$ cat config.mk
export PLATFORM = sky130hd
export DESIGN_NAME = bram_port_arbiter
export DESIGN_NICKNAME = d
export VERILOG_FILES = /design/src/rtl/bram_arb_pkg.sv /design/src/rtl/rr_arbiter2.sv /design/src/rtl/bram_port_arbiter.sv
export SDC_FILE = /design/constraint.sdc
export NUM_CORES = 1
export LEC_CHECK = 0
export ABC_AREA = 0
export CAP_MARGIN = 20
export CORE_MARGIN = 10
export CORE_UTILIZATION = 30
export DETAILED_ROUTE_END_ITERATION = 10
export PLACE_DENSITY = 0.86
export SLEW_MARGIN = 10
export SYNTH_ARGS = -nofsm -noshare
export SYNTH_HDL_FRONTEND = slang
export SYNTH_SLANG_ARGS = --single-unit
export TNS_END_PERCENT = 10
$ cat constraint.sdc
create_clock -name clk -period 2.4 [get_ports clk]
set_clock_uncertainty 0.15 [all_clocks]
set_input_delay 0.48 -clock clk [delete_from_list [all_inputs] [get_ports clk]]
set_output_delay 0.48 -clock clk [all_outputs]
set_load 0.05 [all_outputs]
$ cat src/rtl/bram_arb_pkg.sv
// Shared types, widths and the byte-enable to RAM write-mask helper for the
// two-requester block-RAM arbiter.
package bram_arb_pkg;
  typedef enum logic {CLEAR, SERVE} state_t;

  localparam int RAM_DW = 16;
  localparam int RAM_AW = 11;

  // The RAM mask is active-low-write: a set bit keeps the stored bit.
  function automatic logic [RAM_DW-1:0] be_to_mask(input logic [1:0] be);
    return ~{{8{be[1]}}, {8{be[0]}}};
  endfunction
endpackage

$ cat src/rtl/rr_arbiter2.sv
// Two-way round-robin arbiter: a lone request always wins, a tie goes to the
// requester that was not granted last. Grants are offers, independent of own valid.
module rr_arbiter2 #(
  parameter int PRIO_START = 0
) (
  input  logic       i_clk,
  input  logic       i_rst,
  input  logic [1:0] i_valid,
  input  logic       i_accept,
  output logic [1:0] o_grant
);
  logic       r_last;
  logic [1:0] w_win;

  assign o_grant[0] = ~i_valid[1] | r_last;
  assign o_grant[1] = ~i_valid[0] | ~r_last;
  assign w_win      = i_valid & o_grant & {2{i_accept}};

  // Only a real acceptance moves the round-robin pointer.
  always_ff @(posedge i_clk) begin
    if (i_rst) begin
      r_last <= (PRIO_START == 0);
    end else if (w_win[0]) begin
      r_last <= 1'b0;
    end else if (w_win[1]) begin
      r_last <= 1'b1;
    end
  end
endmodule

$ cat src/rtl/bram_port_arbiter.sv
// Shares one 256x16 SB_RAM40_4K between two valid/ready requesters, with an
// optional post-reset clear sweep; reads return one cycle after acceptance.
module bram_port_arbiter
  import bram_arb_pkg::*;
#(
  parameter int          ADDR_W         = 8,
  parameter bit          CLEAR_ON_RESET = 1'b1,
  parameter logic [15:0] CLEAR_VALUE    = 16'h0000,
  parameter int          PRIO_START     = 0
) (
  input  logic              clk,
  input  logic              rst,
  input  logic              req0_valid,
  output logic              req0_ready,
  input  logic              req0_we,
  input  logic [ADDR_W-1:0] req0_addr,
  input  logic [15:0]       req0_wdata,
  input  logic [1:0]        req0_be,
  input  logic              req1_valid,
  output logic              req1_ready,
  input  logic              req1_we,
  input  logic [ADDR_W-1:0] req1_addr,
  input  logic [15:0]       req1_wdata,
  input  logic [1:0]        req1_be,
  output logic              rsp0_valid,
  output logic [15:0]       rsp0_rdata,
  output logic              rsp1_valid,
  output logic [15:0]       rsp1_rdata,
  output logic              busy,
  output logic              ram_re,
  output logic              ram_rclke,
  output logic              ram_we,
  output logic              ram_wclke,
  output logic [10:0]       ram_raddr,
  output logic [10:0]       ram_waddr,
  output logic [15:0]       ram_wdata,
  output logic [15:0]       ram_mask,
  input  logic [15:0]       ram_rdata
);
  state_t            r_state;
  logic [ADDR_W-1:0] r_clr_addr;
  logic              r_pend;
  logic              r_owner;

  logic              w_serve;
  logic [1:0]        w_valid;
  logic [1:0]        w_grant;
  logic [1:0]        w_acc;
  logic              w_any;
  logic              w_sel;
  logic              w_we;
  logic [ADDR_W-1:0] w_addr;
  logic [15:0]       w_wdata;
  logic [1:0]        w_be;

  assign w_serve = (r_state == SERVE);
  assign w_valid = {req1_valid, req0_valid};
  assign busy    = (r_state == CLEAR);

  rr_arbiter2 #(.PRIO_START(PRIO_START)) u_arb (
    .i_clk    (clk),
    .i_rst    (rst),
    .i_valid  (w_valid),
    .i_accept (w_serve),
    .o_grant  (w_grant)
  );

  assign req0_ready = w_serve & w_grant[0];
  assign req1_ready = w_serve & w_grant[1];
  assign w_acc      = w_valid & {req1_ready, req0_ready};
  assign w_any      = |w_acc;
  assign w_sel      = w_acc[1];
  assign w_we       = w_sel ? req1_we    : req0_we;
  assign w_addr     = w_sel ? req1_addr  : req0_addr;
  assign w_wdata    = w_sel ? req1_wdata : req0_wdata;
  assign w_be       = w_sel ? req1_be    : req0_be;

  always_ff @(posedge clk) begin
    if (rst) begin
      r_state    <= CLEAR_ON_RESET ? CLEAR : SERVE;
      r_clr_addr <= '0;
      r_pend     <= 1'b0;
      r_owner    <= 1'b0;
    end else begin
      if (r_state == CLEAR) begin
        r_clr_addr <= r_clr_addr + ADDR_W'(1);
        if (&r_clr_addr) r_state <= SERVE;
      end
      r_pend <= w_any & ~w_we;
      if (w_any & ~w_we) r_owner <= w_sel;
    end
  end

  // Read data is gated so an idle response port never shows stale RAM output.
  assign rsp0_valid = r_pend & ~r_owner;
  assign rsp1_valid = r_pend & r_owner;
  assign rsp0_rdata = rsp0_valid ? ram_rdata : 16'h0000;
  assign rsp1_rdata = rsp1_valid ? ram_rdata : 16'h0000;

  always_comb begin
    ram_we    = 1'b0;
    ram_wclke = 1'b0;
    ram_re    = 1'b0;
    ram_rclke = 1'b0;
    ram_waddr = '0;
    ram_raddr = '0;
    ram_wdata = '0;
    ram_mask  = '1;
    if (r_state == CLEAR) begin
      ram_we    = 1'b1;
      ram_wclke = 1'b1;
      ram_waddr = RAM_AW'(r_clr_addr);
      ram_wdata = CLEAR_VALUE;
      ram_mask  = '0;
    end else if (w_any) begin
      if (w_we) begin
        ram_we    = 1'b1;
        ram_wclke = 1'b1;
        ram_waddr = RAM_AW'(w_addr);
        ram_wdata = w_wdata;
        ram_mask  = be_to_mask(w_be);
      end else begin
        ram_re    = 1'b1;
        ram_rclke = 1'b1;
        ram_raddr = RAM_AW'(w_addr);
      end
    end
  end
endmodule
# Word-level counts from Yosys, hierarchy flattened
# Cells that the tools add are included.
totals:
  register_bits: 12
  latchBits: 0
  mem_bits_rw: 0
  rom_bits: 0
  output_inout_bits: 95
  wordCells: 54
  memories: 0
op_classes:
  n_addsub: 1
  n_mul: 0
  div: 0
  order_cmp: 0
  n_eq_ne: 0
  n_shift: 0
  n_mux: 28
  bitwise: 17
  n_reduce_logical: 3
op_table:
  columns: ["operator", "n"]
  rows:
  - ["$mux 16", 9]
  - ["$mux 8", 7]
  - ["$not 16->16", 1]
  - ["$mux 1", 11]
  - ["$add 8x1->8 const B", 1]
  - ["$reduce_and 8->1", 1]
  - ["$and 2x2->2", 3]
  - ["$not 1->1", 6]
  - ["$and 1x1->1", 5]
  - ["$mux 2", 1]
  - ["$or 1x1->1", 2]
  - ["$reduce_bool 2->1", 1]
  - ["$reduce_or 2->1", 1]

# Logic depth before layout (Yosys ltp)
logic_depth:
  word_depth: 9
  depth_mapped: 6

# By module
# From an unflattened synthesis, not the netlist that was laid out.
hier_totals:
  cells_unflattened: 192
  area_unflattened_um2: 1473.9
by_module_without_submodules:
  columns: ["mod", "instances", "cells_each", "area_each_um2", "seq_area_each_um2"]
  rows:
  - ["bram_port_arbiter", 1, 186, 1421.4, 220.2]
  - ["rr_arbiter2", 1, 6, 52.6, 20.0]

# Worst setup path before layout
# Ideal clock, no wire load.
synth_path:
  kind: "input-to-output"
  startpoint: "input port req0_valid"
  endpoint: "output port ram_wdata[0]"
  arrival_ps: 2383
  slack_ps: -613
  cell_stages: 6
  path_buffers: 3
  path_cell_list: "clkbuf_2 -> a21bo_2 -> buf_6 -> buf_4 -> nand3_1 -> a211oi_1"
synth_via:
  elab_chain_len: 8
  word_cells_on_any_way: 10
  cone_classes: "5 x mux; 4 x bitwise; 1 x reduce/logical"
synth_rtl:
  columns: ["item", "line", "source"]
  rows:
  - ["from (decl)", "bram_port_arbiter.sv:13", "input logic req0_valid,"]
  - ["$not 1->1", "rr_arbiter2.sv:16", "assign o_grant[1] = ~i_valid[0] | ~r_last;"]
  - ["$or 1x1->1", "rr_arbiter2.sv:16", null]
  - ["$and 1x1->1", "bram_port_arbiter.sv:69", "assign req1_ready = w_serve & w_grant[1];"]
  - ["$and 2x2->2 *", "bram_port_arbiter.sv:70", "assign w_acc = w_valid & {req1_ready, req0_ready};"]
  - ["$mux 16 or $mux 1 (tied branches)", "bram_port_arbiter.sv:75, bram_port_arbiter.sv:73", null]
  - ["$mux 16", "bram_port_arbiter.sv:116", "if (w_we) begin"]
  - ["$mux 16 *", "bram_port_arbiter.sv:115", "end else if (w_any) begin"]
  - ["$mux 16 *", "bram_port_arbiter.sv:109", "if (r_state == CLEAR) begin"]
  - ["to (decl)", "bram_port_arbiter.sv:36", "output logic [15:0] ram_wdata,"]
# Mark *: on every way between the ends. The rest lies on a longest branch, timed or not.

# Final worst setup path
layout_path:
  startpoint: "register u_arb.r_last"
  endpoint: "output port ram_wdata[2]"
layout_via:
  elab_chain_len: 8
  word_cells_on_any_way: 12
  cone_classes: "5 x mux; 6 x bitwise; 1 x reduce/logical"
layout_rtl:
  columns: ["item", "line", "source"]
  rows:
  - ["from (decl)", "rr_arbiter2.sv:12", "logic r_last;"]
  - ["from (signal assigned)", "rr_arbiter2.sv:22", "r_last <= (PRIO_START == 0);"]
  - ["$not 1->1", "rr_arbiter2.sv:16", null]
  - ["$or 1x1->1", "rr_arbiter2.sv:16", null]
  - ["$and 1x1->1", "bram_port_arbiter.sv:69", null]
  - ["$and 2x2->2 *", "bram_port_arbiter.sv:70", null]
  - ["$mux 16 or $mux 1 (tied branches)", "bram_port_arbiter.sv:75, bram_port_arbiter.sv:73", null]
  - ["$mux 16", "bram_port_arbiter.sv:116", null]
  - ["$mux 16 *", "bram_port_arbiter.sv:115", null]
  - ["$mux 16 *", "bram_port_arbiter.sv:109", null]
# Marked as above.

==> metrics <==
Ys Warns 0; #FFs+latches synth 12; die width 95.9 µm; maximum buffer depth of the clock tree 2; site row count 27; WL/cell 24.6 µm; DR DRC count 0; post-DP HPWL 8.19 mm; Die ar. 9210 µm²; Crit Path Class flop to primary output; CTS tree yes; CTS buffer count 3; FILL cells 251; CP Buf/Inv Count 3; final core utilization 85.3%; remaining global-route overflow 0; CP Data Required Time 1.77 ns; Reg area 245 µm²; Post-CTS Hold Buffers 0; H-Tree Depth 1; initial antenna violation count 0; Final Instance Count excl. Fillers 468; 1st-iter DRT viols 157; CP cell instances a21boi_4, buf_6, buf_12, nand3_4, a211oi_2, clkbuf_16; family with the most delay on the worst path compound AO/OA/AOI/OAI gates; maxcap violations 0; sequential area share after synthesis 13.9%; First-pass DRT Iterations 4; Placer Congestion 0.840; setup TNS -0.0127 ns; final hold vios 0; met3 WL 1.08 mm; total core area 5540 µm²; Total Wirelength 11.5 mm; failing checks setup timing; area delta synth->final 173%; vias in the first global route 2836; Leak Pwr 1.73 nW; Starting Density 31.2%; largest net degree at the start of global routing 35; routed vias/inst 5.61; post-route design area 4730 µm²; Reg clk slew, reported paths 0.06 ns; Slowest-stage cell, CP dfxtp_4; outcome complete, but fails checks; worst hold slack 0.390 ns; Post-Synthesis Cells 242; wire length on met1 3.86 mm; final count of pins violating max slew 0; CP Capture Type primary output; Nets 472; Startpoint Class flop; worst skew pair latency 0.24 ns; syn_area_per_cell 7.15 µm²; share of layout cells above drive strength 1 45.5%; first-pass GRT wire length 16.4 mm; Placed Cells 457; mapped cell area 1730 µm²; Ant. Diodes 0; I/O Buffers 162; Max Clock Freq 415 MHz; Die Y 95.9 µm; GRT Util Overall 22.9%; num ports 169; Top Layer Used met4; CP max FO 6; Final period util 100%; Met2 Wirelength 6.09 mm; Yosys cell types 40; Routed Antenna Nets 0; Tmin final 2.41 ns; final setup fails 2; CP peak stage delay 0.37 ns; Final WS setup -0.0117 ns; PD cells 174 nW/µm²; Tightest Hold Check Type flop to flop; RSZ-0062 raised after global routing true; WP data arrival 1.78 ns; Worst VDD drop 0.135 mV; cell area after placement 4360 µm²; Root Driver clkbuf_8; Multi-input gate area 1530 µm²; vias 2627; CTS sink cnt 12
==> registers in the layout, indices dropped and copies added (netlist names) <==
signal,cells
r_pend,1
r_owner,1
r_state,1
u_arb.r_last,1
r_clr_addr,8
==> routing by layer <==
metal / track usage, % / vias to the layer above
met3: 6.93 / 37
met2: 43.5 / 161
li1: - / 1168
met1: 23.4 / 1261
met4: 6.88 / 0
met5: 0 / -
==> Yosys cell counts, drive strengths merged <==
cell type  count  area, µm²
buf           36        256
a31oi          2       12.5
inv            1       3.75
a21bo          1       10.0
o21ai          9       45.0
clkinv         1       3.75
nand3         42        210
or3            3       18.8
o21a           2       15.0
nor2           6       22.5
nand4b         2       17.5
or2            1       6.26
nand4          1       6.26
nor2b          3       18.8
nor3           2       10.0
a2bb2oi        1       15.0
o21ba          1       10.0
a32oi          1       27.5
a21oi          6       30.0
nand2         12       45.0
o31ai          9       72.6
xor2           3       26.3
conb           1       3.75
xnor2          1       8.76
clkbuf        10       38.8
mux2i         11        110
ha             1       12.5
dfxtp         12        240
nand2b         1       13.8
a211oi        24        180
and3          16        100
and2          18        113
a21boi         1       18.8
or4            1       7.51
==> worst min-delay path, cell delays in order, from the launching register on <==
cell and delay [ns]:
dfxtp_1 0.33, o21ai_0 0.09, a21oi_1 0.06
==> timing repair <==
action,in CTS,in global routing
gates resized for setup,32,19
endpoints found under the setup margin,53,48
pin swaps,7,8
gates cloned,3,0
endpoints found under the hold margin,0,0
buffers inserted,3,1
==> power breakdown <==
group	internal [mW]	total (mW)	switching [mW]
registers	0.203	0.209	0.00662
logic	0.211	0.388	0.177
clock network	0.145	0.226	0.0809
total	0.558	0.823	0.265
==> cells by family (layout without fill, tap and decap cells) <==
group | count (synthesis) | after routing | synth area share, %
other | 1 | 6 | 0.217
xor gates and xnor gates | 4 | 4 | 2.02
adders and majority gates | 1 | 1 | 0.723
muxes | 11 | 11 | 6.36
buffers and inverters | 48 | 197 | 17.5
and+or+nand+nor | 108 | 108 | 34.1
AOI/OAI and AO/OA | 57 | 57 | 25.2
DFF | 12 | 12 | 13.9
==> per-stage QoR <==
stage	setup WS [ns]	power (mW)
floorplan	-0.231	0.343
global placement	-0.327	0.523
detailed placement	-0.384	0.533
CTS	0.0260	0.797
global route	-0.101	0.848
finish	-0.0117	0.823
==> layout make-up <==
cell class | count | share of cell area, %
clock buffer | 4 | 1.16
multi-input combinational | 187 | 32.4
tap | 72 | 1.91
sequential | 12 | 5.19
inverter | 2 | 0.159
timing repair buffer | 191 | 59.1
==> cell usage in the layout (no fill, tap or decap), types with 2 or more instances in the layout <==
cell type         n
a211oi_2         20
a211oi_4          4
a21oi_1           6
a31oi_1           2
and2_1           18
and3_1           16
buf_12           85
buf_16            2
buf_4            20
buf_6            11
clkbuf_8          4
clkdlybuf4s50_1  69
conb_1            6
dfxtp_1          10
dlygate4sd2_1     2
mux2i_1           5
mux2i_2           5
nand2_1          11
nand3_1          38
nand3_4           3
nand4b_1          2
nor2_1            5
nor2b_1           3
nor3_1            2
o21a_2            2
o21ai_0           7
o21ai_1           2
o31ai_4           7
or3_1             3
xor2_1            3
==> path summary, 6_finish.rpt <==
check	cells after the start	end	slack, ns	start
max	6	ram_wdata[2]	-0.01	u_arb.r_last$_SDFFE_PP1P_
max reg2reg	4	r_clr_addr[7]$_SDFFE_PP0N_	0.74	r_state$_SDFF_PP0_
min	2	r_clr_addr[7]$_SDFFE_PP0N_	0.39	r_clr_addr[7]$_SDFFE_PP0N_
min reg2reg	2	r_clr_addr[7]$_SDFFE_PP0N_	0.39	r_clr_addr[7]$_SDFFE_PP0N_
(Power assumes the default switching activity.)
